`src/rtl/ssid_hit_reader_pkg.sv`:
```
// Shared widths, FSM state encoding and count clamp helper for ssid_hit_reader.
// Latency: n/a (declarations only).
// Backpressure: n/a.
package ssid_hit_reader_pkg;

    localparam int SSIDBITS  = 8;
    localparam int HITBITS   = 16;
    localparam int COUNTBITS = 4;
    localparam int MAXHITS   = 8;
    localparam int IDXBITS   = $clog2(MAXHITS);

    // Holds 0..MAXHITS, hence one bit wider than a slot index.
    typedef logic [IDXBITS:0] hitCount_t;

    typedef enum logic [1:0] {
        IDLE     = 2'd0,
        CNT_REQ  = 2'd1,
        CNT_WAIT = 2'd2,
        HIT_RD   = 2'd3
    } state_t;

    // The HCM can report more hits than there are slots; only the stored ones exist.
    function automatic hitCount_t clampCount(input logic [COUNTBITS-1:0] raw);
        if (int'(raw) > MAXHITS) begin
            return hitCount_t'(MAXHITS);
        end
        return hitCount_t'(raw);
    endfunction

endpackage

```
`src/rtl/ssid_hit_reader_fifo.sv`:
```
// ssid_fifo: synchronous FIFO with registered occupancy count.
// Latency: a pushed entry is visible at the head the cycle after the push.
// Backpressure: push while full and pop while empty are ignored.
module ssid_fifo #(
    parameter int WIDTH = 8,
    parameter int DEPTH = 4,
    localparam int PTRBITS = $clog2(DEPTH)
) (
    input  logic               clock,
    input  logic               reset,
    input  logic               pushEn,
    input  logic [WIDTH-1:0]   pushData,
    input  logic               popEn,
    output logic [WIDTH-1:0]   popData,
    output logic               full,
    output logic               empty,
    output logic [PTRBITS:0]   count
);

    localparam logic [PTRBITS:0] FULL_COUNT = (PTRBITS + 1)'(DEPTH);

    logic [WIDTH-1:0]   mem [DEPTH];
    logic [PTRBITS-1:0] wrPtr;
    logic [PTRBITS-1:0] rdPtr;
    logic               doPush;
    logic               doPop;

    assign full    = (count == FULL_COUNT);
    assign empty   = (count == '0);
    assign doPush  = pushEn && !full;
    assign doPop   = popEn && !empty;
    assign popData = mem[rdPtr];

    // Storage array; contents need no reset because count gates visibility.
    always_ff @(posedge clock) begin
        if (doPush) begin
            mem[wrPtr] <= pushData;
        end
    end

    // Pointers wrap naturally since DEPTH is a power of two.
    always_ff @(posedge clock) begin
        if (reset) begin
            wrPtr <= '0;
            rdPtr <= '0;
            count <= '0;
        end else begin
            if (doPush) begin
                wrPtr <= wrPtr + 1'b1;
            end
            if (doPop) begin
                rdPtr <= rdPtr + 1'b1;
            end
            case ({doPush, doPop})
                2'b10:   count <= count + 1'b1;
                2'b01:   count <= count - 1'b1;
                default: count <= count;
            endcase
        end
    end

endmodule

```
`src/rtl/ssid_hit_reader.sv`:
```
// Queues SSIDs, reads each hit count from the HCM, then streams that SSID's hit words.
// Latency: push to first hit_valid is 6 cycles; hits leave at one per cycle.
// Backpressure: storageReady low when the SSID queue is full; no output backpressure.
// Optional SSID_HIT_READER_STATS_EN adds stat_ssids / stat_hits counters.
module ssid_hit_reader
    import ssid_hit_reader_pkg::*;
#(
    parameter int FIFO_DEPTH = 4
) (
    input  logic                        clock,
    input  logic                        reset,
    input  logic [SSIDBITS-1:0]         SSID,
    input  logic                        newAddress,
    output logic                        storageReady,
    output logic                        cnt_rd_en,
    output logic [SSIDBITS-1:0]         cnt_rd_addr,
    input  logic [COUNTBITS-1:0]        cnt_rd_data,
    output logic                        hit_rd_en,
    output logic [SSIDBITS+IDXBITS-1:0] hit_rd_addr,
    input  logic [HITBITS-1:0]          hit_rd_data,
    output logic                        hit_valid,
    output logic [HITBITS-1:0]          hit_word,
    output logic [SSIDBITS-1:0]         hit_ssid,
    output logic                        hit_last,
    output logic                        empty_ssid,
    output logic                        overflow,
`ifdef SSID_HIT_READER_STATS_EN
    output logic [31:0]                 stat_ssids,
    output logic [31:0]                 stat_hits,
`endif
    output logic                        busy
);

    localparam int FPTR = $clog2(FIFO_DEPTH);
    localparam logic [FPTR:0] FIFO_FULL_COUNT = (FPTR + 1)'(FIFO_DEPTH);

    state_t               state;
    state_t               stateNext;
    logic [SSIDBITS-1:0]  curSsid;
    logic [SSIDBITS-1:0]  fifoHead;
    logic [IDXBITS-1:0]   idx;
    logic [IDXBITS-1:0]   idxNext;
    hitCount_t            nReg;
    hitCount_t            nNow;
    logic                 lastIdx;
    logic                 fifoPop;
    logic                 fifoFull;
    logic                 fifoEmpty;
    logic [FPTR:0]        fifoCount;
    logic                 cntRdEn;
    logic                 hitRdEn;

    // Read-pipeline stage aligned with the one-cycle hit storage latency.
    logic                 rdVld1;
    logic                 rdLast1;
    logic [SSIDBITS-1:0]  rdSsid1;

    logic                 hitValidQ;
    logic [HITBITS-1:0]   hitWordQ;
    logic [SSIDBITS-1:0]  hitSsidQ;
    logic                 hitLastQ;
    logic                 emptySsidQ;
    logic                 overflowQ;

    ssid_fifo #(
        .WIDTH (SSIDBITS),
        .DEPTH (FIFO_DEPTH)
    ) u_fifo (
        .clock    (clock),
        .reset    (reset),
        .pushEn   (newAddress),
        .pushData (SSID),
        .popEn    (fifoPop),
        .popData  (fifoHead),
        .full     (fifoFull),
        .empty    (fifoEmpty),
        .count    (fifoCount)
    );

    assign nNow    = clampCount(cnt_rd_data);
    assign lastIdx = ({1'b0, idx} == (nReg - hitCount_t'(1)));

    // Next state, queue pop and Moore memory-read strobes.
    always_comb begin
        stateNext = state;
        idxNext   = idx;
        fifoPop   = 1'b0;
        cntRdEn   = 1'b0;
        hitRdEn   = 1'b0;
        case (state)
            IDLE: begin
                if (!fifoEmpty) begin
                    stateNext = CNT_REQ;
                    fifoPop   = 1'b1;
                end
            end
            CNT_REQ: begin
                cntRdEn   = 1'b1;
                stateNext = CNT_WAIT;
            end
            CNT_WAIT: begin
                idxNext = '0;
                if (nNow != '0) begin
                    stateNext = HIT_RD;
                end else if (!fifoEmpty) begin
                    stateNext = CNT_REQ;
                    fifoPop   = 1'b1;
                end else begin
                    stateNext = IDLE;
                end
            end
            HIT_RD: begin
                hitRdEn = 1'b1;
                idxNext = idx + 1'b1;
                if (lastIdx) begin
                    if (!fifoEmpty) begin
                        stateNext = CNT_REQ;
                        fifoPop   = 1'b1;
                    end else begin
                        stateNext = IDLE;
                    end
                end
            end
            default: stateNext = IDLE;
        endcase
    end

    // FSM state, slot index, current SSID and its clamped hit count.
    always_ff @(posedge clock) begin
        if (reset) begin
            state   <= IDLE;
            idx     <= '0;
            curSsid <= '0;
            nReg    <= '0;
        end else begin
            state <= stateNext;
            idx   <= idxNext;
            if (fifoPop) begin
                curSsid <= fifoHead;
            end
            if (state == CNT_WAIT) begin
                nReg <= nNow;
            end
        end
    end

    // Delay read strobe, owner SSID and last flag to meet returning hit data.
    always_ff @(posedge clock) begin
        if (reset) begin
            rdVld1  <= 1'b0;
            rdLast1 <= 1'b0;
            rdSsid1 <= '0;
        end else begin
            rdVld1  <= hitRdEn;
            rdLast1 <= hitRdEn && lastIdx;
            rdSsid1 <= curSsid;
        end
    end

    // Registered output stage plus empty-SSID pulse and sticky drop flag.
    always_ff @(posedge clock) begin
        if (reset) begin
            hitValidQ  <= 1'b0;
            hitWordQ   <= '0;
            hitSsidQ   <= '0;
            hitLastQ   <= 1'b0;
            emptySsidQ <= 1'b0;
            overflowQ  <= 1'b0;
        end else begin
            hitValidQ  <= rdVld1;
            hitLastQ   <= rdLast1;
            if (rdVld1) begin
                hitWordQ <= hit_rd_data;
                hitSsidQ <= rdSsid1;
            end
            emptySsidQ <= (state == CNT_WAIT) && (nNow == '0);
            // A push into a full queue is lost even if a pop frees a slot this cycle.
            overflowQ  <= overflowQ || (newAddress && fifoFull);
        end
    end

`ifdef SSID_HIT_READER_STATS_EN
    // Wrapping counters of SSIDs finished with the count lookup and hit words emitted.
    always_ff @(posedge clock) begin
        if (reset) begin
            stat_ssids <= '0;
            stat_hits  <= '0;
        end else begin
            if (state == CNT_WAIT) begin
                stat_ssids <= stat_ssids + 32'd1;
            end
            if (hitValidQ) begin
                stat_hits <= stat_hits + 32'd1;
            end
        end
    end
`endif

    assign storageReady = (fifoCount != FIFO_FULL_COUNT);
    assign cnt_rd_en    = cntRdEn;
    assign cnt_rd_addr  = curSsid;
    assign hit_rd_en    = hitRdEn;
    assign hit_rd_addr  = {curSsid, idx};
    assign hit_valid    = hitValidQ;
    assign hit_word     = hitWordQ;
    assign hit_ssid     = hitSsidQ;
    assign hit_last     = hitLastQ;
    assign empty_ssid   = emptySsidQ;
    assign overflow     = overflowQ;
    assign busy         = (state != IDLE) || !fifoEmpty;

endmodule

```
`config.mk`:
```
export PLATFORM = sky130hd
export DESIGN_NAME = ssid_hit_reader
export DESIGN_NICKNAME = d
export VERILOG_FILES = /design/src/rtl/ssid_hit_reader_pkg.sv /design/src/rtl/ssid_hit_reader_fifo.sv /design/src/rtl/ssid_hit_reader.sv
export SDC_FILE = /design/constraint.sdc
export NUM_CORES = 1
export LEC_CHECK = 0
export CORE_MARGIN = 5
export CORE_UTILIZATION = 50
export CTS_CLUSTER_SIZE = 20
export DETAILED_ROUTE_END_ITERATION = 10
export PLACE_DENSITY_LB_ADDON = 0.1
export SYNTH_ARGS = -nofsm -noshare
export SYNTH_HDL_FRONTEND = slang
export SYNTH_SLANG_ARGS = --single-unit
```
`constraint.sdc`:
```
create_clock -name clock -period 3.2 [get_ports clock]
set_input_delay 0.48 -clock clock [delete_from_list [all_inputs] [get_ports clock]]
set_output_delay 0.48 -clock clock [all_outputs]
set_load 0.05 [all_outputs]
```
==> results of run 1 <==
## cell usage in the layout, fill, tap and decap left out, types with 2 or more instances in the layout
cell type,n
a21oi_1,10
and2b_1,4
and3_1,4
buf_4,4
clkbuf_8,9
clkdlybuf4s50_1,80
clkinv_4,2
dfxtp_1,62
edfxtp_1,32
ha_1,7
inv_1,9
inv_6,2
mux2_4,9
mux2i_1,25
mux4_2,8
nand2_1,10
nand2b_1,2
nand3_1,2
nor2_1,40
nor2b_1,16
nor3_1,3
nor3b_1,4
o21ai_0,2
or3_1,2
xor2_1,5
## final cells by class
class                           count  area (um^2)
Sequential cell                    94         2202
Multi-Input combinational cell    169         1349
Clock inverter                      6        68.82
Inverter                           10        40.04
Fill cell                         581         2506
Timing Repair Buffer               85        835.8
Clock buffer                       10        127.6
Tap cell                           99        123.9
## worst max path at each step
stage / start / depth (start not counted) / slack [ps] / endpoint
finish: nReg[0] / 13 / 260 / u_fifo.count[2]
global placement: cnt_rd_data[0] / 11 / 150 / u_fifo.count[2]
global route: nReg[0] / 13 / 30 / u_fifo.count[2]
floorplan: idx[2] / 11 / 290 / u_fifo.count[2]
CTS: nReg[0] / 13 / 250 / u_fifo.count[2]
detailed placement: cnt_rd_data[0] / 11 / 60 / u_fifo.count[2]
## metrics by stage
| step | worst slack [ps] | util, % | power [W] | hold WS [ps] | std cells |
|---|---|---|---|---|---|
| detailed placement | 60.40 | 62.74 | 0.003036 | 423.9 | 457 |
| global route | 32.70 | 65.45 | 0.003962 | 459.4 | 473 |
| finish | 259.9 | 65.45 | 0.003757 | 445.4 | 473 |
| CTS | 251.2 | 65.45 | 0.003797 | 445.8 | 473 |
| floorplan | 293.2 | - | 0.002651 | 413.8 | 294 |
| global placement | 149.9 | 62.74 | 0.003009 | 432.7 | 457 |
## worst max-delay path: stages (launching register included)
cell and delay (ps):
dfxtp_1 400, inv_1 70, ha_1 200, xor2_1 150, or3_4 360, a211oi_4 300
o21ai_4 110, inv_4 60, ha_1 170, inv_1 60, fa_1 370, xor2_1 160
or3_1 300, a21oi_1 140
## flip-flops by register name, summed over array words and instances, names as in the netlist, 2 cells and up
signal / cells
nReg: 4
u_fifo.mem: 32
u_fifo.wrPtr: 2
idx: 3
hit_word: 16
u_fifo.count: 3
rdSsid1: 8
u_fifo.rdPtr: 2
hit_ssid: 8
cnt_rd_addr: 8
state: 2
## cell families (layout without fill, tap and decap cells)
logic type               Yosys count  after routing
multiplexers                      43             43
XOR/XNOR                           6              6
buffers and inverters             31            111
flip-flops                        94             94
AO/OA/AOI/OAI                     20             20
AND/OR/NAND/NOR                   92             92
adder cells (fa/ha/maj)            8              8
## Yosys cell counts (all sizes together)
cell type | instances | area, um^2
mux2i | 25 | 250.2
dfxtp | 62 | 1241
ha | 7 | 87.58
and2b | 4 | 30.03
o21ai | 3 | 26.28
nand3b | 1 | 7.510
nor2b | 16 | 100.1
or3 | 4 | 31.28
or4 | 1 | 11.26
nor4 | 1 | 6.260
o31ai | 1 | 7.510
nand3 | 2 | 10.01
nand2b | 2 | 12.51
mux2 | 10 | 146.4
edfxtp | 32 | 960.9
fa | 1 | 20.02
a31oi | 1 | 6.260
a211oi | 2 | 27.53
and3 | 4 | 25.02
a2111oi | 1 | 8.760
mux4 | 8 | 180.2
a21oi | 11 | 58.81
nor3 | 3 | 15.01
nand2 | 10 | 37.54
clkbuf | 9 | 47.55
xnor2 | 1 | 8.760
inv | 10 | 40.04
nor3b | 4 | 30.03
a211o | 1 | 10.01
buf | 12 | 87.57
xor2 | 5 | 43.79
nor2 | 40 | 150.1
## power groups by stage
stage | combinational [W] | sequential [W] | clock (W)
after floorplan | 0.000911 | 0.00174 | 0
after global placement | 0.00143 | 0.00158 | 0
after detailed placement | 0.00145 | 0.00158 | 0
after CTS | 0.00146 | 0.00155 | 0.000787
after global routing | 0.00154 | 0.00158 | 0.000850
final | 0.00144 | 0.00155 | 0.000768
## routing by layer
metal | vias up | track usage, % | routed length [um] | share of wire [%]
met5 | - | 0 | 0 | 0
met4 | 0 | 4.907 | 72 | 1.1
met3 | 6 | 5.395 | 536 | 7.9
met2 | 67 | 23.69 | 3164 | 47
met1 | 1067 | 19.93 | 2985 | 44
li1 | 1164 | - | - | -
==> impl_results.md, run 1 <==
- RSZ-0062 raised after global routing: false
- Ys Warns: 0
- CP Data Required Time: 3470 ps
- DRT iter0 DRCs: 102
- Antenna diodes: 0
- Core Box Area: 7253 um^2
- Compound-Gate Fraction of Synth Area: 3.895%
- Via/cell ratio: 4.871
- Htree depth: 3
- Outcome: complete, no violations
- # clock sinks: 94
- Total track usage: 15.24%
- Root Driver: clkbuf_8
- 1st-pass router iterations: 4
- Final worst-path cycle share: 91.88%
- Number of remaining DRC errors: 0
- Die Width: 96.33 um
- Hold Path Stages: 1
- Initial antenna violation count: 0
- Postcts setup bufs: 0
- Largest net degree at the start of global routing: 37
- Max_slew headroom: 57.76%
- Slew @ Worst Pin: 633.6 ps
- Syn Area/Cell: 12.67 um^2
- Max-slew violation count: 0
- Via count: 2304
- Worst Path Arrival: 3210 ps
- Synth Instances: 294
- Die area: 9279 um^2
- Clk Latency, worst-skew pair: 350 ps
- Pwr per Cell Area: 791.4 nW/um^2
- Fraction of synthesized area in multiplexers: 15.48%
- Nets: 408
- P_int: 0.002374 W
- Seq pwr share: 41.3%
- Distinct cells, synth: 44
- Num rows: 31
- Reg clk slew, reported paths: 90 ps
- Clock Skew: 12.29 ps
- Post-route cell area: 4747 um^2
- Hold Path End: hit_last
- Initial Util: 51.37%
- Yosys reg bits: 94
- Routed Antenna Nets: 0
- WL/cell: 14.29 um
- Sw Pwr: 0.001383 W
- First-pass GRT wire length: 10.75 mm
- Area added between synthesis and finish: 27.40%
- Post-cts repair resize count: 0
- Worst R2R Setup Slack: 260 ps
- Num CTS Buffers: 9
- Final Hold Vio Count: 0
- Number of global-route vias before repair: 2224
- Final setup violation count: 0
- Synthesized-area fraction occupied by adder cells: 2.888%
- Post-Synth XOR/XNOR Area: 1.410%
- Share of the yosys chip area belonging to registers: 59.10%
- GPL Wtd Cong: 0.7020
- Area post-placement: 4551 um^2
- Reg2reg end: u_fifo.count[2]
- Setup TNS: 0 ps
- Post-layout minimum cycle time: 2940 ps
- Max_cap viols: 0
- Combinational power share: 38.3%
- Clock power share: 20.4%
- Net Sw Frac: 36.80%
- Main combinational cell family by area after synthesis: multiplexers
- Startpoint types: register
- Num ports: 82
- Syn_nets: 333
- Hold Buf Count CTS: 0
- Clock Path Buffers: 2
- Hold_sp: rdLast1
- Layout cell share with drive strength beyond 1: 12.03%
- Cell area after synthesis: 3726 um^2
- HP Class: reg2reg
- HPWL Detailed: 4.901 mm
- Final WL: 6.758 mm
- Fmax: 0.3401 GHz
- Max FO, Critical Path: 5
- Pleak: 1.715 nW
- CP Capture Type: register
- Reg2reg start: nReg[0]
- Chip height: 96.33 um
- Reg2reg path depth: 13
- CP Class: reg2reg
- Simple-gate area share of the yosys netlist: 12.53%
- Total grt overflow: 0
- Peak VDD IR: 0.0005183 V
- CTS tree: done
- PortBufs: 81
No activity file was read; power rests on OpenSTA's default activity.
==> run 2: changes to the inputs <==
Settings changed: CTS_BUF_LIST set to sky130_fd_sc_hd__clkbuf_8.
==> impl_results.md, run 2 (same netlist as run 1, synthesis figures left out) <==
- Outcome: complete, no violations
- Startpoint types: register
- Total track usage: 15.24%
- Die area: 9279 um^2
- Pwr per Cell Area: 790.8 nW/um^2
- Routed Antenna Nets: 0
- Postcts setup bufs: 0
- Die Width: 96.33 um
- Clock Path Buffers: 2
- Hold Path Stages: 1
- Final setup violation count: 0
- Num rows: 31
- Worst path slowest cell: dfxtp_1
- HP Class: reg2reg
- # clock sinks: 94
- Slew @ Worst Pin: 633.5 ps
- Post-cts repair resize count: 0
- Biggest register: u_fifo.mem
- CP Data Required Time: 3470 ps
- Max-slew violation count: 0
- CP delay by family, top: adder cells
- Largest net degree at the start of global routing: 37
- Num ports: 82
- Max_slew headroom: 57.77%
- Crit. path cell count: 13
- CP Capture Type: register
- Final worst-path cycle share: 91.88%
- Hold_sp: rdLast1
- Initial Util: 51.37%
- Max FO, Critical Path: 5
- Number of remaining DRC errors: 0
- P_int: 0.002371 W
- Reg2reg start: nReg[0]
- 1st-pass router iterations: 4
- Via/cell ratio: 4.871
- Clk Latency, worst-skew pair: 350 ps
- Final WL: 6.759 mm
- Pleak: 1.720 nW
- Chip height: 96.33 um
- Seq pwr share: 41.3%
- Sw Pwr: 0.001383 W
- Commonest non-fill, non-tap cell in the layout: clkdlybuf4s50_1
- Worst Path Arrival: 3210 ps
- Crit path buf inv count: 3
- Highest-count cells in the layout ignoring fill and taps: clkdlybuf4s50_1, dfxtp_1, nor2_1, edfxtp_1, mux2i_1
- CP Class: reg2reg
- Core Box Area: 7253 um^2
- Antenna diodes: 0
- HPWL Detailed: 4.901 mm
- Largest register FFs: 32
- Clock Skew: 12.29 ps
- Htree depth: 3
- Layout cell share with drive strength beyond 1: 12.03%
- Area added between synthesis and finish: 27.40%
- Number of global-route vias before repair: 2224
- Via count: 2304
- CTS tree: done
- Clock power share: 20.4%
- Hold Buf Count CTS: 0
- Nets: 408
- Reg clk slew, reported paths: 90 ps
- Num CTS Buffers: 9
- Root Driver: clkbuf_8
- First-pass GRT wire length: 10.75 mm
- Post-layout minimum cycle time: 2940 ps
- Final Hold Vio Count: 0
- Total grt overflow: 0
- Reg2reg path depth: 13
- Critical Path Start: nReg[0]
- Tot Pwr: 0.003754 W
- GPL Wtd Cong: 0.7020
- DRT iter0 DRCs: 102
- Net Sw Frac: 36.84%
- Peak VDD IR: 0.0005183 V
- Crit-path cells: inv_1 > ha_1 > xor2_1 > or3_4 > a211oi_4 > o21ai_4 > inv_4 > ha_1 > inv_1 > fa_1 > xor2_1 > or3_1 > a21oi_1
- RSZ-0062 raised after global routing: false
- Fillers: 581
- Combinational power share: 38.3%
- PortBufs: 81
- Fmax: 0.3401 GHz
- WL/cell: 14.29 um
- Setup TNS: 0 ps
- Initial antenna violation count: 0
- Slowest stage delay, CP: 400 ps
- Max_cap viols: 0
## run 2: cell types whose count changed in the layout (fill, tap and decap cells not counted)
cell and delta:
clkbuf_1 -1, inv_1 +1
## run 2: path summary, 6_finish.rpt
kind / to / slack, ps
hold reg to reg: hit_last / 450
setup / recovery: u_fifo.count[2] / 260
setup reg to reg: u_fifo.count[2] / 260
hold / removal: hit_last / 450
## run 2: cell type report
class                   instances  area, um^2  share of cell area, %
flip-flops and latches         94        2202                  46.39
multi-input cells             169        1349                  28.41
repair buffers                 85       835.8                  17.61
clock buffers                   9       123.9                  2.609
well taps                      99       123.9                  2.609
clock inverters                 7       72.57                  1.529
inverters                      10       40.04                 0.8434
## run 2: per-layer routing
metal	GRT usage, %	wire (um)	up-vias
li1	-	-	1164
met1	19.93	2986	1067
met2	23.69	3164	67
met3	5.395	536	6
met4	4.907	72	0
met5	0	0	-
## run 2: power groups by stage
stage	clock [W]	sequential (W)	combinational, W
after floorplan	0	0.00174	0.000911
after global placement	0	0.00158	0.00143
after detailed placement	0	0.00158	0.00145
after CTS	0.000784	0.00155	0.00146
after global routing	0.000848	0.00158	0.00154
final	0.000765	0.00155	0.00144
## run 2: metrics by stage
step | hold WS [ps] | util, % | area [um^2] | setup slack [ps] | instances
2_1_floorplan | 413.8 | - | 3726 | 293.2 | 294
3_3_place_gp | 432.7 | 62.74 | 4551 | 149.9 | 457
3_5_place_dp | 423.9 | 62.74 | 4551 | 60.40 | 457
4_1_cts | 445.8 | 65.45 | 4747 | 251.2 | 473
5_1_grt | 459.4 | 65.45 | 4747 | 32.70 | 473
6_report | 445.4 | 65.45 | 4747 | 259.9 | 473
## run 2: worst reg2reg max path, stage by stage, from the launching register on
cell and delay (ps):
dfxtp_1 400, inv_1 70, ha_1 200, xor2_1 150, or3_4 360, a211oi_4 300
o21ai_4 110, inv_4 60, ha_1 170, inv_1 60, fa_1 370, xor2_1 160
or3_1 300, a21oi_1 140
